$ cat config.mk
export PLATFORM = sky130hd
export DESIGN_NAME = hv_cmdq_param
export DESIGN_NICKNAME = d
export VERILOG_FILES = /design/src/rtl/hv_cmdq_param.sv
export SDC_FILE = /design/constraint.sdc
export NUM_CORES = 2
export LEC_CHECK = 0
export CAP_MARGIN = 40
export CORE_UTILIZATION = 55
export DETAILED_ROUTE_END_ITERATION = 7
export PLACE_DENSITY = 0.78
export SYNTH_ARGS = -nofsm -noshare
export SYNTH_HDL_FRONTEND = slang
export SYNTH_SLANG_ARGS = --single-unit
export TNS_END_PERCENT = 1
$ cat constraint.sdc
create_clock -name clk -period 65.9 [get_ports clk]
set_clock_uncertainty 0.2 [all_clocks]
set_input_delay 13.18 -clock clk [delete_from_list [all_inputs] [get_ports clk]]
set_output_delay 13.18 -clock clk [all_outputs]
set_load 0.01 [all_outputs]
$ cat src/rtl/hv_cmdq_param.sv
// Multi-slot HV command queue: assembles CDB bursts into tag-indexed slots, issues them in arrival order, answers status queries.
// Optional checksum verification is enabled with `define HV_CMDQ_CHECKSUM_EN.
module hv_cmdq_param #(
  parameter int CMD_IO_WIDTH = 64,
  parameter int CDB_WIDTH    = 256,
  parameter int DEPTH        = 8,
  parameter int TAG_WIDTH    = 8
) (
  input  logic                    clk,
  input  logic                    reset,
  input  logic                    cmd_ie,
  input  logic [CMD_IO_WIDTH-1:0] cmd_in,
  output logic                    cq_cin_ready,
  output logic                    cmd_err,
  input  logic                    cmd_request,
  output logic                    cq_cout_ready,
  output logic                    cmd_oe,
  output logic [CMD_IO_WIDTH-1:0] cmd_out,
  input  logic                    op_we,
  input  logic [TAG_WIDTH-1:0]    op_index,
  input  logic [7:0]              cmd_op_status,
  input  logic                    query_ie,
  input  logic [TAG_WIDTH-1:0]    query_tag,
  output logic                    query_oe,
  output logic [CMD_IO_WIDTH-1:0] query_out
);

  localparam int BEATS  = CDB_WIDTH / CMD_IO_WIDTH;
  localparam int SLOT_W = $clog2(DEPTH);
  localparam int CNT_W  = $clog2(BEATS + 1);
  localparam int WORDS  = CDB_WIDTH / 32;
  localparam int OCC_W  = SLOT_W + 1;

  localparam logic [7:0] ST_FREE       = 8'd0;
  localparam logic [7:0] ST_QUEUED     = 8'd1;
  localparam logic [7:0] ST_ISSUED     = 8'd2;
  localparam logic [7:0] ST_READ_DONE  = 8'd6;
  localparam logic [7:0] ST_WRITE_DONE = 8'd7;
  localparam logic [7:0] ST_TX_READY   = 8'd8;
  localparam logic [7:0] ST_READY2FREE = 8'd12;

  typedef enum logic [1:0] {IN_IDLE, IN_RECV, IN_COMMIT} in_state_t;
  typedef enum logic {EG_IDLE, EG_SEND} eg_state_t;
  typedef enum logic {QR_IDLE, QR_RESP} qr_state_t;

  in_state_t in_state, in_next;
  eg_state_t eg_state, eg_next;
  qr_state_t qr_state, qr_next;

  logic [CDB_WIDTH-1:0] slot_cdb [DEPTH];
  logic [7:0]           slot_st  [DEPTH];
  logic [SLOT_W-1:0]    fifo_mem [DEPTH];
  logic [SLOT_W:0]      wr_ptr, rd_ptr;
  logic [OCC_W-1:0]     occ_count;

  logic [CDB_WIDTH-1:0] asm_q;
  logic [CNT_W-1:0]     in_cnt, eg_cnt, q_cnt;
  logic [SLOT_W-1:0]    eg_slot, q_slot;
  logic                 q_hit;

  logic                 in_beat_en, in_abort, accept, reject;
  logic [SLOT_W-1:0]    c_slot, head, op_slot, q_slot_in;
  logic                 c_collide, c_cksum_bad, fifo_full, fifo_empty;
  logic [31:0]          cksum;
  logic                 pop, op_valid, free_op, q_last, q_auto, free_q, q_hit_in;
  logic [TAG_WIDTH-1:0] q_stored_tag;
  logic                 unused_bits;

  assign unused_bits = ^op_index;

  // Ingress
  assign cq_cin_ready = (occ_count < OCC_W'(DEPTH)) && (in_state == IN_IDLE);
  assign in_beat_en   = cmd_ie && (((in_state == IN_IDLE) && cq_cin_ready) || (in_state == IN_RECV));

  always_comb begin
    in_next  = in_state;
    in_abort = 1'b0;
    case (in_state)
      IN_IDLE:   if (cmd_ie && cq_cin_ready) in_next = IN_RECV;
      IN_RECV: begin
        if (!cmd_ie) begin
          in_next  = IN_IDLE;
          in_abort = 1'b1;
        end else if (in_cnt == CNT_W'(BEATS - 1)) begin
          in_next = IN_COMMIT;
        end
      end
      IN_COMMIT: in_next = IN_IDLE;
      default:   in_next = IN_IDLE;
    endcase
  end

  always_comb begin
    cksum = '0;
    for (int i = 0; i < WORDS; i++) cksum = cksum ^ asm_q[i*32 +: 32];
  end

`ifdef HV_CMDQ_CHECKSUM_EN
  // XOR of every word, checksum word included, is zero for a good CDB.
  assign c_cksum_bad = (cksum != 32'd0);
`else
  assign c_cksum_bad = 1'b0;
`endif

  assign c_slot     = asm_q[8 +: SLOT_W];
  assign c_collide  = (slot_st[c_slot] != ST_FREE);
  assign fifo_empty = (wr_ptr == rd_ptr);
  assign fifo_full  = (wr_ptr[SLOT_W] != rd_ptr[SLOT_W]) &&
                      (wr_ptr[SLOT_W-1:0] == rd_ptr[SLOT_W-1:0]);
  assign accept     = (in_state == IN_COMMIT) && !c_collide && !c_cksum_bad && !fifo_full;
  assign reject     = (in_state == IN_COMMIT) && !accept;

  always_ff @(posedge clk) begin
    if (!reset) begin
      in_state <= IN_IDLE;
      in_cnt   <= '0;
      cmd_err  <= 1'b0;
    end else begin
      in_state <= in_next;
      in_cnt   <= (in_next == IN_RECV) ? in_cnt + 1'b1 : '0;
      cmd_err  <= reject || in_abort;
    end
  end

  always_ff @(posedge clk) begin
    if (in_beat_en) asm_q[int'(in_cnt)*CMD_IO_WIDTH +: CMD_IO_WIDTH] <= cmd_in;
    if (accept) slot_cdb[c_slot] <= asm_q;
  end

  // Egress
  assign head          = fifo_mem[rd_ptr[SLOT_W-1:0]];
  assign cq_cout_ready = !fifo_empty && (eg_state == EG_IDLE);
  assign pop           = cmd_request && cq_cout_ready;

  always_comb begin
    eg_next = eg_state;
    case (eg_state)
      EG_IDLE: if (pop) eg_next = EG_SEND;
      EG_SEND: if (eg_cnt == CNT_W'(BEATS)) eg_next = EG_IDLE;
      default: eg_next = EG_IDLE;
    endcase
  end

  always_ff @(posedge clk) begin
    if (!reset) begin
      eg_state <= EG_IDLE;
      eg_cnt   <= '0;
      eg_slot  <= '0;
      rd_ptr   <= '0;
      cmd_oe   <= 1'b0;
      cmd_out  <= '0;
    end else begin
      eg_state <= eg_next;
      if (pop) begin
        eg_slot <= head;
        eg_cnt  <= CNT_W'(1);
        rd_ptr  <= rd_ptr + 1'b1;
        cmd_oe  <= 1'b1;
        cmd_out <= slot_cdb[head][CMD_IO_WIDTH-1:0];
      end else if (eg_state == EG_SEND) begin
        if (eg_cnt == CNT_W'(BEATS)) begin
          eg_cnt  <= '0;
          cmd_oe  <= 1'b0;
          cmd_out <= '0;
        end else begin
          eg_cnt  <= eg_cnt + 1'b1;
          cmd_out <= slot_cdb[eg_slot][int'(eg_cnt)*CMD_IO_WIDTH +: CMD_IO_WIDTH];
        end
      end
    end
  end

  // Query
  assign q_slot_in    = query_tag[SLOT_W-1:0];
  assign q_stored_tag = TAG_WIDTH'(slot_cdb[q_slot_in][15:8]);
  assign q_hit_in     = (slot_st[q_slot_in] != ST_FREE) && (q_stored_tag == query_tag);

  always_comb begin
    qr_next = qr_state;
    case (qr_state)
      QR_IDLE: if (query_ie) qr_next = QR_RESP;
      QR_RESP: if (q_cnt == CNT_W'(BEATS)) qr_next = QR_IDLE;
      default: qr_next = QR_IDLE;
    endcase
  end

  always_ff @(posedge clk) begin
    if (!reset) begin
      qr_state  <= QR_IDLE;
      q_cnt     <= '0;
      q_slot    <= '0;
      q_hit     <= 1'b0;
      query_oe  <= 1'b0;
      query_out <= '0;
    end else begin
      qr_state <= qr_next;
      if (qr_state == QR_IDLE && query_ie) begin
        q_slot    <= q_slot_in;
        q_hit     <= q_hit_in;
        q_cnt     <= CNT_W'(1);
        query_oe  <= 1'b1;
        query_out <= CMD_IO_WIDTH'({q_hit_in, slot_st[q_slot_in], 8'(query_tag)});
      end else if (qr_state == QR_RESP) begin
        if (q_cnt == CNT_W'(BEATS)) begin
          q_cnt     <= '0;
          query_oe  <= 1'b0;
          query_out <= '0;
        end else begin
          q_cnt     <= q_cnt + 1'b1;
          query_out <= q_hit ? slot_cdb[q_slot][int'(q_cnt)*CMD_IO_WIDTH +: CMD_IO_WIDTH]
                             : '0;
        end
      end
    end
  end

  // Slot status, issue FIFO and occupancy; a host status write on the same slot overrides the query auto-transition.
  assign op_slot  = op_index[SLOT_W-1:0];
  assign op_valid = op_we && (slot_st[op_slot] != ST_FREE);
  assign free_op  = op_valid && (cmd_op_status == ST_READY2FREE);
  assign q_last   = (qr_state == QR_RESP) && (q_cnt == CNT_W'(BEATS));
  assign q_auto   = q_last && q_hit && !(op_we && (op_slot == q_slot));
  assign free_q   = q_auto && (slot_st[q_slot] == ST_WRITE_DONE);

  always_ff @(posedge clk) begin
    if (!reset) begin
      for (int i = 0; i < DEPTH; i++) slot_st[i] <= ST_FREE;
      wr_ptr    <= '0;
      occ_count <= '0;
    end else begin
      if (pop && slot_st[head] != ST_FREE) slot_st[head] <= ST_ISSUED;
      if (q_auto) begin
        if (slot_st[q_slot] == ST_WRITE_DONE)     slot_st[q_slot] <= ST_FREE;
        else if (slot_st[q_slot] == ST_READ_DONE) slot_st[q_slot] <= ST_TX_READY;
      end
      if (op_valid) slot_st[op_slot] <= free_op ? ST_FREE : cmd_op_status;
      if (accept) begin
        slot_st[c_slot]                <= ST_QUEUED;
        fifo_mem[wr_ptr[SLOT_W-1:0]]   <= c_slot;
        wr_ptr                         <= wr_ptr + 1'b1;
      end
      occ_count <= occ_count + OCC_W'(accept) - OCC_W'(free_op) - OCC_W'(free_q);
    end
  end

endmodule

==> flow_metrics.tcl <==
set metrics [dict create \
    synth_top_family_by_area "multiplexers" \
    synth.distinct_cells 85 \
    relSlewSlack_pct 14.6 \
    syn_inst 6666 \
    grt_usage_pct 31.8 \
    cts_buffer_depth 4 \
    layoutNonFillerInstCount 9882 \
    syn_nets 6778 \
    yosys_warnings 0 \
    synthMostInstantiatedCell "edfxtp_1" \
    grt_max_degree 119 \
    p_switching_uw 719 \
    rows 170 \
    synthArstFlopShare_pct 0 \
    rrSetupSlack_ns 58.80 \
    crit_fanout 32 \
    p_per_area_nw_per_um2 25.4 \
    fin_crit_ns 16.58 \
    wirelength_um 347000 \
    synth_edf_count 2328 \
    worstSkewPairLatency_ns 0.94 \
    ys_top_cells_by_count "edfxtp_1, mux4_2, nand2_1" \
    post_cts_buffers 0 \
    combinationalPowerShare_pct 4.2 \
    htreeDepth 5 \
    cts_tree "yes" \
    ir_drop_v 0.0000289 \
    reg2reg_depth 12 \
    fin_tns_setup_ns 0 \
    drt-initial-drc-count 11700 \
    yosys.area_share.adder_pct 0.201 \
    coreArea_sq_um 215000 \
    reg2reg_to "slot_cdb[7][180]" \
    switching_share_pct 21.0 \
    synthTopCellsByArea "edfxtp_1, mux4_2, dfxtp_1, nand2_1, and2_1" \
    hpwlAfterDp_um 192000 \
    cts.sinks 2567 \
    nNetsFinal 6944 \
    ys.flop_type "edfxtp_1" \
    first_global_vias 73200 \
    yosys.area.top_type_share_pct 58.6 \
    setup_violations 0 \
    timing.fmax_mhz 60.3 \
    path_clk_slew_ns 0.06 \
    synthXorXnorAreaFrac_pct 0.154 \
    synth_seq_cells 2567 \
    multi_input_area_sq_um 42600 \
    tightest_slew_ns 1.28 \
    crit_end "slot_st[2][0]" \
    grt_overflow 0 \
    outcome "completed" \
    holdBufCountCts 0 \
    holdCritPathClass "flop to flop" \
    drc 0 \
    syn2layout_area_growth_pct 12.8 \
    hold_viol_final 0 \
    synthMuxAreaShare_pct 26.0 \
    synth_compound_area_share_pct 3.38 \
    drive_gt1_share_pct 27.8 \
    ctsResizeCount 0 \
    arrival_ns 17.18 \
    cap_viol_max_count 0 \
    start_util_pct 55.5 \
    viasPerCell 7.34 \
    fin_crit_sh_pct 25.2 \
    antenna_found_initial 24 \
    dieArea_sq_um 219000 \
    ff_latch_area_sq_um 74700 \
    cp-end-kind "flop" \
    drv_slew 0 \
    cts_root_buf "clkbuf_16" \
    ant_nets 0 \
    clkPwrFrac_pct 43.8 \
    synth_top_area_cell "edfxtp_1" \
    cp-start-kind "input port" \
    synth_area_sq_um 119000 \
    crit_required_ns 66.49 \
    grt_pass1_wl_um 500000 \
    die_x_um 468 \
    crit_type "input port to flop" \
    yosys.area_share.simple_pct 5.83 \
    rsz0062_at_grt "no" \
    gp_congestion 0.888 \
    pin_count 227 \
    power.internal_uw 2700 \
    ys_seq_area_share_pct 62.6 \
    vias 72600 \
    r2r-start "slot_st[5][7]" \
    hp-start "eg_slot[0]" \
    drtPass1Iterations 6 \
    die_h_um 468 \
    startpoint "cmd_request" \
    port_buffers 221 \
    power_frac_seq_pct 52.0 \
    syn_area_per_cell_sq_um 17.9 \
    cts_buffers 277 \
    p_leak_uw 0.0435 \
    dp_cells 9390 \
    wl_per_cell_um 35.1 \
    n_fill_cell 14200 \
]
## kinds of logic (layout without fill, tap and decap cells)
group | after synthesis | in the layout
AO/OA/AOI/OAI | 590 | 590
buffers and inverters | 560 | 927
adder cells (fa/ha/maj) | 18 | 18
multiplexers | 1452 | 1452
flip-flops | 2567 | 2567
other | 0 | 11
XOR/XNOR | 21 | 21
AND/OR/NAND/NOR | 1458 | 1458
## cell usage in the layout (no fill, tap or decap), drive strengths merged, types with 8 or more instances in the layout
cell	n
edfxtp	2328
mux4	1316
nand2	656
clkbuf	388
and2	265
a21oi	255
dfxtp	239
nor2	228
clkdlybuf4s50	219
buf	195
a311oi	127
and3	125
mux2i	121
o21ai	68
clkinv	62
nand3	49
inv	36
nor3	34
nor4	24
a22o	22
a32o	20
bufinv	18
ha	16
nand4	15
a211oi	15
mux2	15
xor2	13
o22a	12
diode	11
or3	10
o22ai	10
clkinvlp	9
o211ai	8
nor3b	8
xnor2	8
a221o	8
nand2b	8
## critical path, stage by stage
cell	delay (ns)
clkdlybuf4s50_1	0.62
and2_4	0.23
buf_4	0.52
buf_4	0.73
buf_4	0.66
nand3_1	0.38
nor2_1	0.28
a21oi_4	0.13
a221o_1	0.32
## cell type report
type                            count  share of cell area [%]
Clock buffer                      388                    5.65
Multi-Input combinational cell   3539                    31.7
Clock inverter                     92                   0.688
Inverter                           33                   0.102
Sequential cell                  2567                    55.6
Tap cell                         2838                    2.64
Antenna cell                       11                  0.0205
Timing Repair Buffer              414                    3.69
## worst min-delay path by stage
stage	endpoint	slack (ns)	cells after the start
after detailed placement	flop	0.26	2
after floorplan	flop	0.24	2
after CTS	flop	0.26	2
final	flop	0.26	2
after global placement	flop	0.24	2
after global routing	flop	0.29	2
## flip-flops by register name, summed over array words and instances, names as in the netlist, 2 cells and up, named ones only
register	cells
q_slot	3
slot_st	64
in_cnt	3
eg_cnt	3
slot_cdb	2048
rd_ptr	4
fifo_mem	24
q_cnt	3
asm_q	256
eg_slot	3
wr_ptr	4
cmd_out	64
occ_count	4
query_out	64
in_state	2
## power groups by stage
stage	clock [uW]	sequential, uW	combinational, uW
6_report	1500	1780	143
5_1_grt	1560	1780	148
4_1_cts	1510	1780	141
3_5_place_dp	0	1810	140
3_3_place_gp	0	1810	134
2_1_floorplan	0	1810	88.1
## routing by layer
metal	global-route usage, %	share of wire (%)	vias to the layer above
li1	-	-	28000
met1	41.8	34	37400
met2	50.9	48	6021
met3	6.77	13	1157
met4	15.3	5.2	14
met5	0	0.024	-
## metrics by stage
step                util, %  hold slack (ns)  area, sq um  total power [uW]  setup WS, ns
floorplan                 -            0.236       119000              1900         44.83
global placement       57.8            0.239       124000              1950         48.69
detailed placement     58.6            0.256       126000              1950         48.66
CTS                    62.5            0.265       134000              3430         49.60
global route           62.5            0.294       135000              3490         49.38
finish                 62.6            0.260       135000              3420         49.32
Power figures use the tool's default switching activity.
